**src/rtl/dmem_arb_pkg.sv**
```systemverilog
// Shared types and sizing for the two-port data-memory arbiter.
// Optional build macro: DMEM_ARB_RR_EN (round-robin tie-break).
package dmem_arb_pkg;

  typedef enum logic [1:0] {
    IDLE   = 2'd0,
    ACCESS = 2'd1,
    DONE   = 2'd2
  } arb_state_t;

  localparam int NUM_PORTS  = 2;
  localparam int DMEM_DEPTH = 64;
  localparam int DMEM_IDX_W = 6;

endpackage

```
**src/rtl/dmem_arb_pick.sv**
```systemverilog
// Combinational winner select: o_win = 0 grants port 0, 1 grants port 1.
// DMEM_ARB_RR_EN defined: ties go to the port not granted last; otherwise port 0 wins.
module dmem_arb_pick
  import dmem_arb_pkg::*;
(
  input  logic i_req0,
  input  logic i_req1,
`ifdef DMEM_ARB_RR_EN
  input  logic i_last,
`endif
  output logic o_win
);

`ifdef DMEM_ARB_RR_EN
  assign o_win = (i_req1 & ~i_req0) | (i_req0 & i_req1 & ~i_last);
`else
  assign o_win = i_req1 & ~i_req0;
`endif

endmodule

```
**src/rtl/dmem_arbiter.sv**
```systemverilog
// Serialises two masters onto the single-cycle data memory, one access per 3 cycles.
// Build macro DMEM_ARB_RR_EN selects round-robin tie-break instead of fixed priority.
module dmem_arbiter
  import dmem_arb_pkg::*;
#(
  parameter int ADDR_W = 32,
  parameter int DEPTH  = DMEM_DEPTH
) (
  input  logic              clk,
  input  logic              rst_n,
  input  logic              req0,
  input  logic              req1,
  input  logic              we0,
  input  logic              we1,
  input  logic [ADDR_W-1:0] addr0,
  input  logic [ADDR_W-1:0] addr1,
  input  logic [31:0]       wdata0,
  input  logic [31:0]       wdata1,
  output logic              ack0,
  output logic              ack1,
  output logic              err0,
  output logic              err1,
  output logic [31:0]       rdata,
  output logic              mem_write,
  output logic              mem_read,
  output logic [31:0]       mem_addr,
  output logic [31:0]       mem_wdata,
  input  logic [31:0]       mem_rdata
);

  arb_state_t  r_state;
  logic        r_port;
  logic        r_err;
  logic        r_ack0;
  logic        r_ack1;
  logic        r_err0;
  logic        r_err1;
  logic [31:0] r_rdata;
  logic        r_mem_write;
  logic        r_mem_read;
  logic [31:0] r_mem_addr;
  logic [31:0] r_mem_wdata;

  logic              w_win;
  logic              w_we;
  logic [ADDR_W-1:0] w_addr;
  logic [31:0]       w_wdata;
  logic              w_oor;

`ifdef DMEM_ARB_RR_EN
  logic r_last;

  dmem_arb_pick u_pick (
    .i_req0 (req0),
    .i_req1 (req1),
    .i_last (r_last),
    .o_win  (w_win)
  );
`else
  dmem_arb_pick u_pick (
    .i_req0 (req0),
    .i_req1 (req1),
    .o_win  (w_win)
  );
`endif

  assign w_we    = w_win ? we1    : we0;
  assign w_addr  = w_win ? addr1  : addr0;
  assign w_wdata = w_win ? wdata1 : wdata0;
  assign w_oor   = (w_addr >= ADDR_W'(DEPTH));

  always_ff @(posedge clk) begin
    if (!rst_n) begin
      r_state     <= IDLE;
      r_port      <= 1'b0;
      r_err       <= 1'b0;
      r_ack0      <= 1'b0;
      r_ack1      <= 1'b0;
      r_err0      <= 1'b0;
      r_err1      <= 1'b0;
      r_rdata     <= 32'd0;
      r_mem_write <= 1'b0;
      r_mem_read  <= 1'b0;
      r_mem_addr  <= 32'd0;
      r_mem_wdata <= 32'd0;
`ifdef DMEM_ARB_RR_EN
      r_last      <= 1'b0;
`endif
    end else begin
      r_ack0 <= 1'b0;
      r_ack1 <= 1'b0;
      r_err0 <= 1'b0;
      r_err1 <= 1'b0;
      case (r_state)
        IDLE: begin
          if (req0 || req1) begin
            r_port      <= w_win;
            r_err       <= w_oor;
            r_mem_write <= w_we & ~w_oor;
            r_mem_read  <= ~w_we & ~w_oor;
            r_mem_addr  <= 32'(w_addr);
            r_mem_wdata <= w_wdata;
`ifdef DMEM_ARB_RR_EN
            r_last      <= w_win;
`endif
            r_state     <= ACCESS;
          end
        end
        ACCESS: begin
          if (r_mem_read) r_rdata <= mem_rdata;
          r_mem_write <= 1'b0;
          r_mem_read  <= 1'b0;
          r_mem_addr  <= 32'd0;
          r_mem_wdata <= 32'd0;
          r_ack0      <= ~r_port;
          r_ack1      <= r_port;
          r_err0      <= ~r_port & r_err;
          r_err1      <= r_port & r_err;
          r_state     <= DONE;
        end
        DONE: begin
          r_state <= IDLE;
        end
        default: begin
          r_state <= IDLE;
        end
      endcase
    end
  end

  // Strobes are gated by rst_n so a store aborted at its closing edge never commits.
  assign mem_write = r_mem_write & rst_n;
  assign mem_read  = r_mem_read & rst_n;
  assign mem_addr  = r_mem_addr;
  assign mem_wdata = r_mem_wdata;
  assign ack0      = r_ack0;
  assign ack1      = r_ack1;
  assign err0      = r_err0;
  assign err1      = r_err1;
  assign rdata     = r_rdata;

endmodule

```
**config.mk**
```make
export PLATFORM = sky130hd
export DESIGN_NAME = dmem_arbiter
export DESIGN_NICKNAME = d
export VERILOG_FILES = /design/src/rtl/dmem_arb_pkg.sv /design/src/rtl/dmem_arb_pick.sv /design/src/rtl/dmem_arbiter.sv
export SDC_FILE = /design/constraint.sdc
export NUM_CORES = 1
export LEC_CHECK = 0
export ABC_AREA = 0
export BUFFER_PORTS_ARGS = -buffer_cell sky130_fd_sc_hd__buf_2
export CORE_UTILIZATION = 32
export CTS_CLUSTER_SIZE = 28
export DETAILED_ROUTE_END_ITERATION = 7
export GPL_ROUTABILITY_DRIVEN = 0
export PLACE_DENSITY = 0.59
export SLEW_MARGIN = 20
export SYNTH_ARGS = -nofsm -noshare
export SYNTH_HDL_FRONTEND = slang
export SYNTH_SLANG_ARGS = --single-unit
```
**constraint.sdc**
```tcl
create_clock -name clk -period 3.3 [get_ports clk]
set_clock_uncertainty 0.1 [all_clocks]
set_input_delay 0.66 -clock clk [delete_from_list [all_inputs] [get_ports clk]]
set_output_delay 0.66 -clock clk [all_outputs]
set_load 0.02 [all_outputs]
```
==> results of run 1 <==
-- metal layers --
| metal | vias up | wire [um] | GRT usage [%] |
|---|---|---|---|
| li1 | 2160 | - | - |
| met5 | - | 0 | 0 |
| met2 | 158 | 6560 | 34.5 |
| met1 | 1966 | 5140 | 20.2 |
| met4 | 0 | 313 | 8.57 |
| met3 | 22 | 805 | 3.97 |
-- sequential cells by signal, summed over array words and instances, names as in the netlist --
signal       count
r_mem_write      1
ack1             1
mem_wdata       32
ack0             1
r_port           1
r_state          2
r_mem_read       1
err1             1
r_err            1
mem_addr        32
rdata           32
err0             1
-- power breakdown --
group / leakage (nW) / switching [mW] / internal, mW
Sequential: 0.866 / 0.0343 / 1.35
Combinational: 1.99 / 0.259 / 0.193
Clock: 0.153 / 0.509 / 0.604
-- cell families after synthesis --
logic type	after synthesis	synth area share, %
and+or+nand+nor	165	16.5
AOI/OAI and AO/OA	108	14.2
DFF	106	49.7
muxes	66	15.8
buffers and inverters	35	3.81
-- area by class of cell --
cell class / count / share of cell area, %
well taps: 172 / 3.57
clock buffers: 9 / 3.73
flip-flops and latches: 106 / 35.2
multi-input cells: 339 / 33.1
clock inverters: 7 / 1.35
repair buffers: 273 / 23.0
inverters: 2 / 0.124
-- critical path: stages --
cell and delay (ns):
buf_2 0.13, and2b_1 0.69, and4_1 0.34, o221ai_2 0.13, o31a_1 0.29
-- path summary, 6_finish.rpt --
check	end	slack, ns	cells after the start
worst min-delay path	mem_wdata[28]	0.35	2
worst max-delay path	r_err	1.19	5
worst max register to register	mem_wdata[29]	1.41	5
worst min register to register	mem_wdata[28]	0.35	2
-- stage by stage --
stage               std cells  utilization [%]  area [um^2]
detailed placement        892             44.7         5730
finish                    908             47.1         6030
global route              908             47.1         6030
global placement          891             44.6         5720
CTS                       908             47.0         6030
floorplan                 480                -         4270
-- placed cells by master, fill, tap and decap left out --
cell	Yosys	layout
buf_2	4	267
nand2_1	119	119
dfxtp_1	106	106
o21ai_0	54	54
mux2i_1	53	53
a21oi_1	33	33
nor2_1	16	16
mux2_2	13	13
a22oi_1	12	12
nor4_1	12	12
clkbuf_16	0	9
buf_4	5	5
inv_6	0	4
and2_1	3	3
and3_1	3	3
o21a_2	1	2
inv_1	2	2
and4_1	2	2
or3_1	2	2
o2111ai_1	2	2
nand2b_4	0	1
nor3_1	1	1
or2_2	1	1
and3b_2	0	1
nand3b_1	1	1
and2b_1	1	1
a2bb2oi_1	1	1
nor3b_1	1	1
a211oi_1	1	1
o221ai_2	1	1
o21a_1	2	1
o31a_1	1	1
nor2b_1	1	1
bufinv_16	0	1
inv_8	0	1
clkinv_2	0	1
buf_6	1	1
-- synthesized netlist by cell type --
| master | n | area, um^2 |
|---|---|---|
| nand2_1 | 119 | 447 |
| dfxtp_1 | 106 | 2120 |
| o21ai_0 | 54 | 270 |
| mux2i_1 | 53 | 531 |
| a21oi_1 | 33 | 165 |
| clkbuf_1 | 23 | 86.3 |
| nor2_1 | 16 | 60.1 |
| mux2_2 | 13 | 146 |
| a22oi_1 | 12 | 90.1 |
| nor4_1 | 12 | 75.1 |
| buf_4 | 5 | 37.5 |
| buf_2 | 4 | 20.0 |
| and2_1 | 3 | 18.8 |
| and3_1 | 3 | 18.8 |
| and4_1 | 2 | 17.5 |
| inv_1 | 2 | 7.51 |
| o2111ai_1 | 2 | 17.5 |
| o21a_1 | 2 | 15.0 |
| or3_1 | 2 | 12.5 |
| a211oi_1 | 1 | 7.51 |
| a2bb2oi_1 | 1 | 8.76 |
| and2b_1 | 1 | 7.51 |
| and3b_1 | 1 | 8.76 |
| buf_6 | 1 | 11.3 |
| nand2b_1 | 1 | 6.26 |
| nand3b_1 | 1 | 7.51 |
| nor2b_1 | 1 | 6.26 |
| nor3_1 | 1 | 5.00 |
| nor3b_1 | 1 | 7.51 |
| o21a_2 | 1 | 8.76 |
| o221ai_2 | 1 | 15.0 |
| o31a_1 | 1 | 8.76 |
| or2_2 | 1 | 6.26 |
==> flow_summary.yaml, run 1 <==
drt:
  routed_wl_um: 12800
  drtIter0Drc: 141
  vias_per_cell: 4.74
  dr.pass1.iters: 6
  detail_route.wl_per_cell_um: 14.1
  ant_nets: 0
  route.vias.total: 4306
  drcViolationCount: 0
setup_path:
  endpoint_kind: "flip-flop"
  crit_arrival_ns: 2.25
  crit_type: "primary input to flip-flop"
  startpoint: "req0"
  worstReg2RegStart: "r_state[0]"
  cp-start-kind: "primary input"
  critical_path_required_ns: 3.44
  cp_max_fo: 14
yosys:
  synth_cell_type_count: 33
  synth_warnings: 0
  syn_nets: 646
  syn_inst: 480
  ys_seq_elements: 106
  seq_area_frac_synth_pct: 49.7
  avgSynthCellArea_um2: 8.90
  syn_area_mm2: 0.00427
timing:
  slew_headroom_pct: 49.4
  fin_ws_ns: 1.19
  rsz0062_at_grt: "no"
  min_period_over_period_pct: 63.8
  holdWs_ns: 0.350
  hold_violations: 0
  setup_viol: 0
  worst_slew_pin_slew_ns: 0.759
  tns_ns: 0
  slew_violations: 0
  fmaxAchievable_mhz: 475
  fin_crit_ns: 2.11
global_routing:
  grt.total_usage_pct: 18.7
  grt_pass1_wl_um: 20700
  grt_pass1_vias: 4223
  grt_max_degree: 53
  antenna_found_initial: 0
  grt_overflow: 0
clock_network:
  cts_max_level: 3
  cts_hold_buf: 0
  clk_latency_ns: 0.35
  clk_pin_slew_ns: 0.07
  cts_max_path_buffers: 2
  ctsRootBufferMaster: "clkbuf_16"
  cts_made_buffers: 9
  cts.sinks: 106
  cts_tree: "yes"
  cts_resized: 0
  post_cts_buffers: 0
hold_path:
  min_from: "mem_wdata[28]"
  hp-class: "flip-flop to flip-flop"
power:
  p_total_mw: 2.95
  power.density_mw_per_mm2: 488
  leakage_nw: 3.01
  ir_worst_vdd_v: 0.000208
final_layout:
  final_layout_size_suffix_gt1_share_pct: 41.8
  antenna-diode-count: 0
  fillerInstances: 1301
  areaGrowthSynthToFinish_pct: 41.2
  seq_area_mm2: 0.00212
  nets: 897
  multi_input_area_mm2: 0.00200
floorplanning:
  core_area_mm2: 0.0128
  rows: 41
  chipHeight_um: 118
  initial_core_util_pct: 33.3
  die-area_mm2: 0.0138
  die_w_um: 118
  io_pins: 268
placed_design:
  dp_hpwl_um: 9800
  place_ws_ns: 0.819
  port_buffers: 267
run:
  drv_cap: 0
run_status:
  status: "complete, no violations"
No activity file was read; power rests on OpenSTA's default activity.
==> run 2: changes to the inputs <==
clock period = 2 ns   (was 3.3 ns; I/O delays follow)
==> run 2 against run 1 <==
Compared with the run above:
- wire length increased by 2.4%
- global-route usage rose by 0.28 points
- flip-flop and latch count is the same
- via count up 1.8%
- die area unchanged
- critical path depth decreased by 3
- critical endpoint is now mem_read
==> flow_summary.yaml, run 2 (same netlist as run 1, synthesis figures left out) <==
setup_path:
  crit_type: "flip-flop to primary output"
  crit_arrival_ns: 1.05
  critical_path_required_ns: 1.50
  cp_max_fo: 4
  cp-start-kind: "flip-flop"
  endpoint_kind: "primary output"
floorplanning:
  core_area_mm2: 0.0128
  die-area_mm2: 0.0138
  chipHeight_um: 118
  io_pins: 268
  rows: 41
  die_w_um: 118
  initial_core_util_pct: 33.3
global_routing:
  grt.total_usage_pct: 18.9
  grt_max_degree: 52
  grt_overflow: 0
  grt_pass1_wl_um: 20900
  grt_pass1_vias: 4283
  antenna_found_initial: 2
placed_design:
  place_ws_ns: 0.0897
  dp.cells: 899
  dp_hpwl_um: 10000
  port_buffers: 267
timing:
  fmaxAchievable_mhz: 646
  hold_violations: 0
  worst_slew_pin_slew_ns: 0.503
  tns_ns: 0
  rsz0062_at_grt: "no"
  fin_crit_ns: 1.55
  setup_viol: 0
  slew_headroom_pct: 66.4
  min_period_over_period_pct: 77.4
  fin_ws_ns: 0.452
  slew_violations: 0
clock_network:
  post_cts_buffers: 0
  cts_made_buffers: 9
  clk_pin_slew_ns: 0.07
  ctsRootBufferMaster: "clkbuf_16"
  cts.sinks: 106
  cts_tree: "yes"
  cts_max_level: 3
  clk_latency_ns: 0.35
  cts_resized: 0
  cts_hold_buf: 0
  cts_max_path_buffers: 2
final_layout:
  nets: 904
  final_layout_size_suffix_gt1_share_pct: 42.3
  fillerInstances: 1276
  final_cells: 917
  areaGrowthSynthToFinish_pct: 43.3
  final_common_cell: "buf_2"
  layout_common_cells: "buf_2, nand2_1, dfxtp_1"
drt:
  dr.pass1.iters: 4
  vias_per_cell: 4.78
  route.vias.total: 4385
  detail_route.wl_per_cell_um: 14.3
  ant_nets: 0
  drcViolationCount: 0
  routed_wl_um: 13100
  drtIter0Drc: 161
power:
  leakage_nw: 3.06
  power.density_mw_per_mm2: 807
  ir_worst_vdd_v: 0.000507
hold_path:
  hp-class: "primary input to flip-flop"
run_status:
  status: "complete, no violations"
run:
  drv_cap: 0
## run 2: cell type report
cell class                      count  area, um^2  share of cell area, %
Antenna cell                        2        5.00                 0.0817
Clock buffer                        9         225                   3.68
Clock inverter                      7        93.8                   1.53
Inverter                            2        7.51                  0.123
Multi-Input combinational cell    339        2000                   32.6
Sequential cell                   106        2120                   34.6
Tap cell                          172         215                   3.51
Timing Repair Buffer              280        1460                   23.8
## run 2: critical path, cell delays in order, from the launching register on
cell     delay [ns]
dfxtp_1        0.39
and2_1         0.14
buf_2          0.17
## run 2: worst paths after layout
check	from	end	slack [ns]	cells after the start
min	mem_rdata[15]	rdata[15]	0.18	3
max	r_mem_read	mem_read	0.45	2
max reg2reg	r_state[1]	r_mem_write	0.54	5
min reg2reg	mem_addr[6]	mem_addr[6]	0.35	2
## run 2: routing by layer
metal  track usage [%]  wire length (um)  vias up  share of wire, %
met4              9.54               395        0               3.0
met2              34.1              6510      164                50
met1              20.4              5400     2025                41
met3              4.94               836       26               6.4
met5                 0                 0        -                 0
li1                  -                 -     2170                 -
## run 2: metrics by stage
| step | hold WS [ns] | util (%) | power (mW) | cell area [um^2] |
|---|---|---|---|---|
| floorplan | 0.318 | - | 2.73 | 4270 |
| global placement | 0.332 | 45.2 | 3.09 | 5800 |
| detailed placement | 0.337 | 45.2 | 3.11 | 5800 |
| CTS | 0.169 | 47.7 | 5.02 | 6120 |
| global route | 0.174 | 47.8 | 5.17 | 6120 |
| finish | 0.181 | 47.8 | 4.94 | 6120 |
## run 2: power by group
| group | total (mW) | internal (mW) | switching (mW) |
|---|---|---|---|
| registers | 2.28 | 2.22 | 0.0568 |
| clock network | 1.89 | 1.09 | 0.794 |
| logic | 0.774 | 0.335 | 0.439 |
==> run 3: changes to the inputs <==
PLACE_DENSITY = 0.61   (was 0.59)
clock period = 1.3 ns   (was 2 ns; I/O delays follow)
==> run 3 against run 2 <==
Compared with the run above:
- first-iteration DRC count rose by 5.0%
- hold slack got worse by 0.13 ns
- wire length rose by 11%
- power rose by 49%
- the flow now finishes with violations (setup timing)
- largest cell class unchanged
- non-clock buffer count rose by 28
- setup slack got worse by 0.47 ns
- global-route usage rose by 0.77 points
- die area did not move
- clock power rose by 30%
- flip-flop and latch count did not move
==> flow_summary.yaml, run 3 (same netlist as run 1, synthesis figures left out) <==
run_status:
  status: "finished with violations"
  failed_checks: "setup timing"
timing:
  fin_ws_ns: -0.0159
  hold_violations: 0
  worst_slew_pin_slew_ns: 0.321
  fmaxAchievable_mhz: 760
  setup_viol: 5
  slew_headroom_pct: 78.4
  min_period_over_period_pct: 101
  fin_crit_ns: 1.32
  slew_violations: 0
  rsz0062_at_grt: "yes"
global_routing:
  antenna_found_initial: 1
  grt.total_usage_pct: 19.7
  grt_max_degree: 53
  grt_overflow: 0
  grt_pass1_wl_um: 21800
  grt_pass1_vias: 4355
setup_path:
  crit_arrival_ns: 1.47
  endpoint_kind: "flip-flop"
  critical_path_required_ns: 1.45
  cp-start-kind: "flip-flop"
  crit_path_top_delay_cell: "dfxtp_2"
  cp_max_fo: 13
  cp_cell_sequence: "nor2_4 -> o21a_4 -> nand2_4 -> buf_12 -> o21ai_0"
  cpPeakStageDelay_ns: 0.35
  crit_type: "flip-flop to flip-flop"
floorplanning:
  die-area_mm2: 0.0138
  die_w_um: 118
  rows: 41
  io_pins: 268
  initial_core_util_pct: 33.3
  core_area_mm2: 0.0128
  chipHeight_um: 118
drt:
  drcViolationCount: 0
  vias_per_cell: 4.79
  routed_wl_um: 14500
  detail_route.wl_per_cell_um: 15.4
  dr.pass1.iters: 4
  route.vias.total: 4512
  ant_nets: 0
  drtIter0Drc: 169
final_layout:
  stdcell_area_mm2: 0.00651
  multi_input_area_mm2: 0.00211
  areaGrowthSynthToFinish_pct: 52.4
  final_cells: 942
  fillerInstances: 1205
  seq_area_mm2: 0.00213
  final_layout_size_suffix_gt1_share_pct: 46.6
  final_common_cell: "buf_2"
  finish.utilization_pct: 50.8
  layout_common_cells: "buf_2, nand2_1, dfxtp_1"
  nets: 932
clock_network:
  clk_pin_slew_ns: 0.07
  cts_tree: "yes"
  cts.sinks: 106
  clk_latency_ns: 0.33
  cts_hold_buf: 0
  cts_made_buffers: 9
  cts_max_level: 3
  post_cts_buffers: 0
  ctsRootBufferMaster: "clkbuf_16"
  cts_max_path_buffers: 2
placed_design:
  port_buffers: 267
  dpl-instance-area_mm2: 0.00604
  dp.cells: 922
  dp_hpwl_um: 10600
run:
  drv_cap: 0
hold_path:
  hp-class: "primary input to flip-flop"
power:
  power.density_mw_per_mm2: 1130
  ir_worst_vdd_v: 0.000500
  leakage_nw: 3.23
  p_total_mw: 7.38
## run 3: worst max-delay path: cells and delay by family, from the launching register on
kind	cells	cell delay, ns
DFF	1	0.35
AOI/OAI and AO/OA	2	0.35
and+or+nand+nor	2	0.25
buffers and inverters	1	0.18
## run 3: area by class of cell
cell class              count  share of cell area (%)
clock inverters             3                   0.269
clock buffers              11                    3.73
repair buffers            308                    27.4
flip-flops and latches    106                    32.7
inverters                   2                   0.115
multi-input cells         339                    32.4
diodes                      1                  0.0384
well taps                 172                    3.31
## run 3: per-stage QoR
stage / TNS, ns / setup WS [ns] / hold WS, ns
3_3_place_gp: -12.24 / -0.389 / 0.331
4_1_cts: -0.0606 / -0.0416 / 0.0426
5_1_grt: -1.59 / -0.0537 / 0.0458
3_5_place_dp: -13.98 / -0.398 / 0.337
6_report: -0.0470 / -0.0159 / 0.0542
2_1_floorplan: -0.423 / -0.131 / 0.257
## run 3: routing by layer
layer	up-vias	global-route usage [%]	part of all wire, %
li1	2232	-	-
met1	2110	22.7	42
met2	153	35.5	50
met3	17	4.75	6.2
met4	0	6.57	1.6
met5	-	0	0
## run 3: power by group
| part | internal (mW) | switching [mW] |
|---|---|---|
| combinational | 0.642 | 0.765 |
| clock | 1.33 | 1.13 |
| sequential | 3.42 | 0.0899 |
| total | 5.39 | 1.99 |
## run 3: worst paths after layout
| path | startpoint | endpoint | slack (ns) | depth (start not counted) |
|---|---|---|---|---|
| setup / recovery | r_state[0] | mem_addr[10] | -0.02 | 5 |
| setup reg to reg | r_state[0] | mem_addr[10] | -0.02 | 5 |
| hold / removal | mem_rdata[5] | rdata[5] | 0.05 | 3 |
| hold reg to reg | mem_addr[3] | mem_addr[3] | 0.34 | 2 |
## run 3: timing repair
action,4_1_cts,5_1_grt
pin swaps,2,1
gates resized for setup,16,36
gates cloned,0,5
setup endpoints to repair,19,60
